File: config.mk
export PLATFORM = sky130hd
export DESIGN_NAME = alu_issue_flat
export DESIGN_NICKNAME = d
export VERILOG_FILES = /design/src/rtl/alu_issue_if.sv /design/src/rtl/alu_issue.sv /design/src/flat_wrapper.sv
export SDC_FILE = /design/constraint.sdc
export NUM_CORES = 1
export LEC_CHECK = 0
export CORE_MARGIN = 2
export CORE_UTILIZATION = 45
export DETAILED_ROUTE_END_ITERATION = 8
export GPL_ROUTABILITY_DRIVEN = 0
export HOLD_SLACK_MARGIN = 0.1
export PLACE_DENSITY = 0.76
export SYNTH_ARGS = -nofsm -noshare
export SYNTH_HDL_FRONTEND = slang
export SYNTH_SLANG_ARGS = --single-unit
export TNS_END_PERCENT = 30
File: constraint.sdc
create_clock -name i_Clk -period 7.38 [get_ports i_Clk]
set_input_delay 1.476 -clock i_Clk [delete_from_list [all_inputs] [get_ports i_Clk]]
set_output_delay 1.476 -clock i_Clk [all_outputs]
set_load 0.02 [all_outputs]
File: src/rtl/alu_issue_if.sv
// Issue-stage handshake bundle: upstream decode inputs and downstream ALU/EX outputs.
// ALU_ISSUE_PERF_CNT_EN adds the issue/stall counter outputs.
interface alu_issue_if #(parameter int WORD_SIZE = 32);
    logic                 i_Valid;
    logic                 o_Ready;
    logic [WORD_SIZE-1:0] i_Instr;
    logic [WORD_SIZE-1:0] i_PC;
    logic [WORD_SIZE-1:0] i_RS1Data;
    logic [WORD_SIZE-1:0] i_RS2Data;
    logic                 o_Valid;
    logic                 i_Ready;
    logic [3:0]           o_Operation;
    logic [WORD_SIZE-1:0] o_Op1;
    logic [WORD_SIZE-1:0] o_Op2;
    logic [WORD_SIZE-1:0] o_StoreData;
    logic [4:0]           o_Rd;
    logic                 o_RegWrite;
    logic                 o_IsBranch;
    logic [2:0]           o_BrFunct3;
    logic                 o_Illegal;
`ifdef ALU_ISSUE_PERF_CNT_EN
    logic [31:0]          o_IssueCount;
    logic [31:0]          o_StallCount;
`endif

    modport master (
        input  i_Valid, i_Instr, i_PC, i_RS1Data, i_RS2Data, i_Ready,
        output o_Ready, o_Valid, o_Operation, o_Op1, o_Op2, o_StoreData,
        output o_Rd, o_RegWrite, o_IsBranch, o_BrFunct3, o_Illegal
`ifdef ALU_ISSUE_PERF_CNT_EN
        , output o_IssueCount, o_StallCount
`endif
    );

    modport slave (
        output i_Valid, i_Instr, i_PC, i_RS1Data, i_RS2Data, i_Ready,
        input  o_Ready, o_Valid, o_Operation, o_Op1, o_Op2, o_StoreData,
        input  o_Rd, o_RegWrite, o_IsBranch, o_BrFunct3, o_Illegal
`ifdef ALU_ISSUE_PERF_CNT_EN
        , input o_IssueCount, o_StallCount
`endif
    );
endinterface

File: src/rtl/alu_issue.sv
// RV32I decode/issue stage: registered output with a one-entry skid register.
// ALU_ISSUE_PERF_CNT_EN adds free-running issue and stall counters.
//
// state | meaning
// EMPTY | no entry held, ready
// FULL  | output register valid, ready
// SKID  | output and skid registers valid, not ready
module alu_issue #(
    parameter int WORD_SIZE = 32
) (
    input  logic        i_Clk,
    input  logic        i_Rst,
    input  logic        i_Flush,
    alu_issue_if.master bus
);
    localparam logic [3:0] ALU_ADD   = 4'd0;
    localparam logic [3:0] ALU_SUB   = 4'd1;
    localparam logic [3:0] ALU_SLL   = 4'd2;
    localparam logic [3:0] ALU_SLT   = 4'd3;
    localparam logic [3:0] ALU_SLTU  = 4'd4;
    localparam logic [3:0] ALU_XOR   = 4'd5;
    localparam logic [3:0] ALU_SRL   = 4'd6;
    localparam logic [3:0] ALU_SRA   = 4'd7;
    localparam logic [3:0] ALU_OR    = 4'd8;
    localparam logic [3:0] ALU_AND   = 4'd9;
    localparam logic [3:0] ALU_LUI   = 4'd10;
    localparam logic [3:0] ALU_AUIPC = 4'd11;

    typedef enum logic [1:0] {EMPTY, FULL, SKID} state_t;

    typedef struct packed {
        logic [3:0]           op;
        logic [WORD_SIZE-1:0] op1;
        logic [WORD_SIZE-1:0] op2;
        logic [WORD_SIZE-1:0] store_data;
        logic [4:0]           rd;
        logic                 reg_write;
        logic                 is_branch;
        logic [2:0]           br_funct3;
        logic                 illegal;
    } issue_t;

    state_t state_q, state_d;
    logic   ready_q, valid_q;
    issue_t dec, out_q, skid_q;
    logic   load_out, load_skid, out_from_skid;
    logic   accept, out_xfer;

    logic [6:0]  opcode;
    logic [2:0]  funct3;
    logic [4:0]  rd_field;
    logic [31:0] imm_i, imm_s, imm_j, imm_u;

    assign opcode   = bus.i_Instr[6:0];
    assign funct3   = bus.i_Instr[14:12];
    assign rd_field = bus.i_Instr[11:7];
    assign imm_i    = {{20{bus.i_Instr[31]}}, bus.i_Instr[31:20]};
    assign imm_s    = {{20{bus.i_Instr[31]}}, bus.i_Instr[31:25], bus.i_Instr[11:7]};
    assign imm_j    = {{12{bus.i_Instr[31]}}, bus.i_Instr[19:12], bus.i_Instr[20],
                       bus.i_Instr[30:21], 1'b0};
    assign imm_u    = {12'b0, bus.i_Instr[31:12]};

    // SUB exists only in register-register form; funct7[5] on ADDI is ignored.
    function automatic logic [3:0] arith_op(input logic [2:0] f3, input logic alt,
                                            input logic is_imm);
        case (f3)
            3'b000:  arith_op = (alt && !is_imm) ? ALU_SUB : ALU_ADD;
            3'b001:  arith_op = ALU_SLL;
            3'b010:  arith_op = ALU_SLT;
            3'b011:  arith_op = ALU_SLTU;
            3'b100:  arith_op = ALU_XOR;
            3'b101:  arith_op = alt ? ALU_SRA : ALU_SRL;
            3'b110:  arith_op = ALU_OR;
            default: arith_op = ALU_AND;
        endcase
    endfunction

    always_comb begin
        dec    = '0;
        dec.op = ALU_ADD;
        case (opcode)
            7'b0110011: begin
                dec.op        = arith_op(funct3, bus.i_Instr[30], 1'b0);
                dec.op1       = bus.i_RS1Data;
                dec.op2       = bus.i_RS2Data;
                dec.reg_write = 1'b1;
            end
            7'b0010011: begin
                dec.op        = arith_op(funct3, bus.i_Instr[30], 1'b1);
                dec.op1       = bus.i_RS1Data;
                dec.op2       = (funct3 == 3'b001 || funct3 == 3'b101) ?
                                {27'b0, bus.i_Instr[24:20]} : imm_i;
                dec.reg_write = 1'b1;
            end
            7'b0110111: begin
                dec.op        = ALU_LUI;
                dec.op2       = imm_u;
                dec.reg_write = 1'b1;
            end
            7'b0010111: begin
                dec.op        = ALU_AUIPC;
                dec.op1       = bus.i_PC;
                dec.op2       = imm_u;
                dec.reg_write = 1'b1;
            end
            7'b0000011, 7'b1100111: begin
                dec.op1       = bus.i_RS1Data;
                dec.op2       = imm_i;
                dec.reg_write = 1'b1;
            end
            7'b0100011: begin
                dec.op1        = bus.i_RS1Data;
                dec.op2        = imm_s;
                dec.store_data = bus.i_RS2Data;
            end
            7'b1100011: begin
                if (funct3[2:1] == 2'b01) begin
                    dec.illegal = 1'b1;
                end else begin
                    dec.op        = (funct3[2:1] == 2'b00) ? ALU_SUB :
                                    (funct3[1] ? ALU_SLTU : ALU_SLT);
                    dec.op1       = bus.i_RS1Data;
                    dec.op2       = bus.i_RS2Data;
                    dec.is_branch = 1'b1;
                    dec.br_funct3 = funct3;
                end
            end
            7'b1101111: begin
                dec.op1       = bus.i_PC;
                dec.op2       = imm_j;
                dec.reg_write = 1'b1;
            end
            default: dec.illegal = 1'b1;
        endcase
        // x0 is never a real destination, and rd is zeroed whenever nothing is written.
        dec.reg_write = dec.reg_write && (rd_field != 5'd0);
        dec.rd        = dec.reg_write ? rd_field : 5'd0;
    end

    assign accept   = bus.i_Valid && ready_q;
    assign out_xfer = valid_q && bus.i_Ready;

    always_comb begin
        state_d       = state_q;
        load_out      = 1'b0;
        load_skid     = 1'b0;
        out_from_skid = 1'b0;
        if (i_Flush) begin
            state_d = EMPTY;
        end else begin
            case (state_q)
                EMPTY: if (accept) begin
                    load_out = 1'b1;
                    state_d  = FULL;
                end
                FULL: begin
                    if (out_xfer && accept) begin
                        load_out = 1'b1;
                    end else if (out_xfer) begin
                        state_d = EMPTY;
                    end else if (accept) begin
                        load_skid = 1'b1;
                        state_d   = SKID;
                    end
                end
                SKID: if (out_xfer) begin
                    load_out      = 1'b1;
                    out_from_skid = 1'b1;
                    state_d       = FULL;
                end
                default: state_d = EMPTY;
            endcase
        end
    end

    always_ff @(posedge i_Clk or posedge i_Rst) begin
        if (i_Rst) begin
            state_q <= EMPTY;
            ready_q <= 1'b1;
            valid_q <= 1'b0;
        end else begin
            state_q <= state_d;
            ready_q <= (state_d != SKID);
            valid_q <= (state_d != EMPTY);
        end
    end

    always_ff @(posedge i_Clk or posedge i_Rst) begin
        if (i_Rst) begin
            out_q  <= '0;
            skid_q <= '0;
        end else begin
            if (load_out)  out_q  <= out_from_skid ? skid_q : dec;
            if (load_skid) skid_q <= dec;
        end
    end

    assign bus.o_Ready     = ready_q;
    assign bus.o_Valid     = valid_q;
    assign bus.o_Operation = out_q.op;
    assign bus.o_Op1       = out_q.op1;
    assign bus.o_Op2       = out_q.op2;
    assign bus.o_StoreData = out_q.store_data;
    assign bus.o_Rd        = out_q.rd;
    assign bus.o_RegWrite  = out_q.reg_write;
    assign bus.o_IsBranch  = out_q.is_branch;
    assign bus.o_BrFunct3  = out_q.br_funct3;
    assign bus.o_Illegal   = out_q.illegal;

`ifdef ALU_ISSUE_PERF_CNT_EN
    logic [31:0] issue_cnt_q, stall_cnt_q;

    // Counters deliberately ignore i_Flush so they survive pipeline redirects.
    always_ff @(posedge i_Clk or posedge i_Rst) begin
        if (i_Rst) begin
            issue_cnt_q <= '0;
            stall_cnt_q <= '0;
        end else begin
            if (out_xfer)                  issue_cnt_q <= issue_cnt_q + 32'd1;
            if (valid_q && !bus.i_Ready)   stall_cnt_q <= stall_cnt_q + 32'd1;
        end
    end

    assign bus.o_IssueCount = issue_cnt_q;
    assign bus.o_StallCount = stall_cnt_q;
`else
    // Counter outputs are absent in this build; issue behaviour is unchanged.
`endif
endmodule

File: src/flat_wrapper.sv
// flat-port wrapper written by rule: the top's interface ports become plain ports
module alu_issue_flat 
#(
    parameter int WORD_SIZE = 32
)
  (i_Clk, i_Rst, i_Flush, bus_i_Valid, bus_i_Instr, bus_i_PC, bus_i_RS1Data, bus_i_RS2Data, bus_i_Ready, bus_o_Ready, bus_o_Valid, bus_o_Operation, bus_o_Op1, bus_o_Op2, bus_o_StoreData, bus_o_Rd, bus_o_RegWrite, bus_o_IsBranch, bus_o_BrFunct3, bus_o_Illegal);
  alu_issue_if #(.WORD_SIZE(WORD_SIZE)) bus_i ();
  input  logic i_Clk;
  input  logic i_Rst;
  input  logic i_Flush;
  input wire logic [$bits(bus_i.i_Valid)-1:0] bus_i_Valid;
  input wire logic [$bits(bus_i.i_Instr)-1:0] bus_i_Instr;
  input wire logic [$bits(bus_i.i_PC)-1:0] bus_i_PC;
  input wire logic [$bits(bus_i.i_RS1Data)-1:0] bus_i_RS1Data;
  input wire logic [$bits(bus_i.i_RS2Data)-1:0] bus_i_RS2Data;
  input wire logic [$bits(bus_i.i_Ready)-1:0] bus_i_Ready;
  output wire logic [$bits(bus_i.o_Ready)-1:0] bus_o_Ready;
  output wire logic [$bits(bus_i.o_Valid)-1:0] bus_o_Valid;
  output wire logic [$bits(bus_i.o_Operation)-1:0] bus_o_Operation;
  output wire logic [$bits(bus_i.o_Op1)-1:0] bus_o_Op1;
  output wire logic [$bits(bus_i.o_Op2)-1:0] bus_o_Op2;
  output wire logic [$bits(bus_i.o_StoreData)-1:0] bus_o_StoreData;
  output wire logic [$bits(bus_i.o_Rd)-1:0] bus_o_Rd;
  output wire logic [$bits(bus_i.o_RegWrite)-1:0] bus_o_RegWrite;
  output wire logic [$bits(bus_i.o_IsBranch)-1:0] bus_o_IsBranch;
  output wire logic [$bits(bus_i.o_BrFunct3)-1:0] bus_o_BrFunct3;
  output wire logic [$bits(bus_i.o_Illegal)-1:0] bus_o_Illegal;
  assign bus_i.i_Valid = bus_i_Valid;
  assign bus_i.i_Instr = bus_i_Instr;
  assign bus_i.i_PC = bus_i_PC;
  assign bus_i.i_RS1Data = bus_i_RS1Data;
  assign bus_i.i_RS2Data = bus_i_RS2Data;
  assign bus_i.i_Ready = bus_i_Ready;
  assign bus_o_Ready = bus_i.o_Ready;
  assign bus_o_Valid = bus_i.o_Valid;
  assign bus_o_Operation = bus_i.o_Operation;
  assign bus_o_Op1 = bus_i.o_Op1;
  assign bus_o_Op2 = bus_i.o_Op2;
  assign bus_o_StoreData = bus_i.o_StoreData;
  assign bus_o_Rd = bus_i.o_Rd;
  assign bus_o_RegWrite = bus_i.o_RegWrite;
  assign bus_o_IsBranch = bus_i.o_IsBranch;
  assign bus_o_BrFunct3 = bus_i.o_BrFunct3;
  assign bus_o_Illegal = bus_i.o_Illegal;
  alu_issue #(.WORD_SIZE(WORD_SIZE)) u_core (.i_Clk(i_Clk), .i_Rst(i_Rst), .i_Flush(i_Flush), .bus(bus_i));
endmodule
==> out/qor.txt <==
Post-route setup TNS - 0 ps
Kind of critical path - in2reg
Vert. Die Dim - 154 um
Final setup viols - 0
Pwr dens - 261 nW/um^2
Tcrit/Tclk final - 0.592
Hold buffer count at cts - 0
Outcome - finished clean
Post-synthesis area per instance - 10.4 sq um
Worst EP required - 7820 ps
Post-cts sizing count - 0
Leakage - 0.00579 uW
Syn Inst Count - 983
Final WS setup - 3010 ps
Worst slew pin tran - 1210 ps
Worst setup EP type - flip-flop
Register clock-pin slew on the reported worst setup and hold paths - 60 ps
First-pass GRT wire length - 49600 um
Total power - 3550 uW
Post-synth EDFFs - 0
CTS Root Cell - clkbuf_16
Final nets - 1312
Crit-path cells - clkdlybuf4s50_1 > nand4b_1 > or2_1 > o221ai_4 > and2_1 > buf_4 > a221o_1
Max-cap violations - 0
WP buf/inv - 2
VDD IR max - 0.153 mV
Initial drt markers - 769
Ys async rst share - 1.00
Slowest stage delay, CP - 970 ps
Initial antenna violation count - 1
YS warnings - 0
Relative slew slack - 0.191
Final hold vios - 0
Final worst path period need - 4370 ps
CTS Buffer Depth - 3
Die footprint - 23900 sq um
CTS tree - built
Post-synthesis sequential area ratio - 0.555
Clk_lat worst skew - 520 ps
Synthesized net count - 1116
Worst Hold Class - reg2reg
GRT Total Usage - 0.260
Delay-heaviest family, CP - buffers and inverters
CP arrival - 4810 ps
Final ANT Viol Nets - 0
Vias in the first global route - 8862
Die width - 154 um
Initial core utilization - 0.454
Area grow syn2layout - 33.6%
Grt ovf - 0
Main flop type after synthesis - dfrtp_1
CTS Buf Count - 24
Ports - 246
Port bufs - 245
Remaining DRCs - 0
Largest net degree at the start of global routing - 107
FF/Latch Area - 5660 sq um
# fillers - 1868
Clock sink total - 226
DR vias - 9157
Clock Skew - 17.0 ps
CP Max Fanout - 33
Avg Vias per Cell - 6.18
First-pass iteration count of the detailed router - 7
H-tree lvl count - 1
FP Rows - 55
Synth cell types - 61
Final Max Tran Viols - 0
Layout cells sized above 1 - 0.0903
RSZ-0062 raised after global routing - no
Multi-input gate area - 4130 sq um
Yosys reg bits - 226
WL final - 31900 um
Post-DP HPWL - 20300 um
DP Worst Slack - 2570 ps
WL/cell - 21.5 um
Achievable clock frequency - 0.229 GHz
Crit start category - input pin
Slowest stage cell on the critical path - clkdlybuf4s50_1
Core Footprint - 22400 sq um
Postcts setup bufs - 0
Mapped cell area - 10200 sq um
## cells by family after synthesis
family	share of synthesized area
muxes	0.00602
xor gates and xnor gates	0.000860
and+or+nand+nor	0.129
buffers and inverters	0.0429
AOI/OAI and AO/OA	0.266
DFF	0.555
## final timing paths
kind                                     from                          to  slack, ps  depth (start not counted)
hold reg to reg             u_core.skid_q[90]           u_core.skid_q[90]        470                          2
setup reg to reg           u_core.bus.o_Ready   u_core.bus.o_Operation[1]       4150                          5
max in group asynchronous               i_Rst            u_core.skid_q[4]       4860                          3
hold / removal              u_core.skid_q[90]           u_core.skid_q[90]        470                          2
min in group asynchronous               i_Rst  u_core.bus.o_StoreData[18]       1400                          2
setup / recovery               bus_i_Instr[6]        u_core.bus.o_Op1[16]       3010                          7
## worst reg2reg max path, cell delays in order, from the launching register on
cell,delay [ps]
dfstp_2,530
nand2_1,210
or4_1,930
nand2_2,1000
o22ai_1,290
a21oi_1,190
## cells in the final DEF, fill, tap and decap left out, drive strengths merged, types with 2 or more instances in the layout
cell           count
mux2i              5
o21ai             86
a211oi             8
nor2              30
nor3               7
or4                3
nor4               3
a22o              33
nand2            236
o2bb2ai            5
or3                2
o211ai             2
nor2b              5
o221a             32
a31oi              2
nand4              3
a222oi            22
dfrtp            225
clkinv             6
inv                3
a22oi             21
a32oi             33
o31ai              2
a32o               8
a21boi             2
buf               14
bufinv             4
a221o             33
o22ai             16
nand2b             5
clkbuf            33
clkdlybuf4s50    245
a21oi             36
a21o               3
nand3              3
## routing by layer
layer,vias to the layer above,GRT usage,part of all wire
met4,0,0.0569,0.021
li1,4076,-,-
met5,-,0,0
met3,47,0.0642,0.10
met2,504,0.414,0.46
met1,4530,0.363,0.41
## sequential cells by signal, indices dropped and copies added (netlist names)
name / flops
u_core.bus.o_Valid: 1
u_core.bus.o_Rd: 5
u_core.bus.o_RegWrite: 1
u_core.state_q: 2
u_core.bus.o_StoreData: 32
u_core.skid_q: 111
u_core.bus.o_Ready: 1
u_core.bus.o_IsBranch: 1
u_core.bus.o_Op2: 32
u_core.bus.o_Illegal: 1
u_core.bus.o_BrFunct3: 3
u_core.bus.o_Op1: 32
u_core.bus.o_Operation: 4
## layout make-up
| cell class | count | share of cell area |
|---|---|---|
| sequential | 226 | 0.416 |
| multi-input combinational | 664 | 0.304 |
| timing repair buffer | 259 | 0.189 |
| clock buffer | 33 | 0.0518 |
| tap | 285 | 0.0262 |
| clock inverter | 10 | 0.0119 |
| inverter | 4 | 0.00138 |
| antenna | 1 | 0.000184 |
## report_power, final
group          leakage [uW]  internal, uW  switching, uW
clock              0.000431           806            499
sequential          0.00301          1400            105
combinational       0.00235           357            381
total               0.00579          2570            985
## Yosys cell counts (all sizes together), types with 2 or more instances
cell type    n  area share
nand2      236       0.087
dfrtp      225        0.55
o21ai       86       0.042
buf         47       0.026
clkbuf      42       0.015
a21oi       36       0.018
a221o       33       0.032
a22o        33       0.028
a32oi       33       0.028
o221a       32       0.035
nor2        30       0.012
a222oi      22       0.022
a22oi       21       0.015
o22ai       16      0.0098
a211oi       8      0.0059
a32o         8      0.0079
nor3         7      0.0039
mux2i        5      0.0049
nand2b       5      0.0031
nor2b        5      0.0031
o2bb2ai      5      0.0043
inv          4      0.0015
a21o         3      0.0022
nand3        3      0.0015
nand4        3      0.0025
nor4         3      0.0031
or4          3      0.0022
a21boi       2      0.0015
a31oi        2      0.0012
o211ai       2      0.0015
o31ai        2      0.0020
or3          2      0.0012
## metrics by stage
step | instance area (sq um) | hold slack [ps] | utilization | std cells
2_1_floorplan | 10200 | 439 | - | 983
3_3_place_gp | 12700 | 450 | 0.568 | 1438
3_5_place_dp | 12700 | 456 | 0.568 | 1438
4_1_cts | 13600 | 470 | 0.606 | 1481
5_1_grt | 13600 | 493 | 0.606 | 1481
6_report | 13600 | 471 | 0.606 | 1482
(Power assumes the default switching activity.)
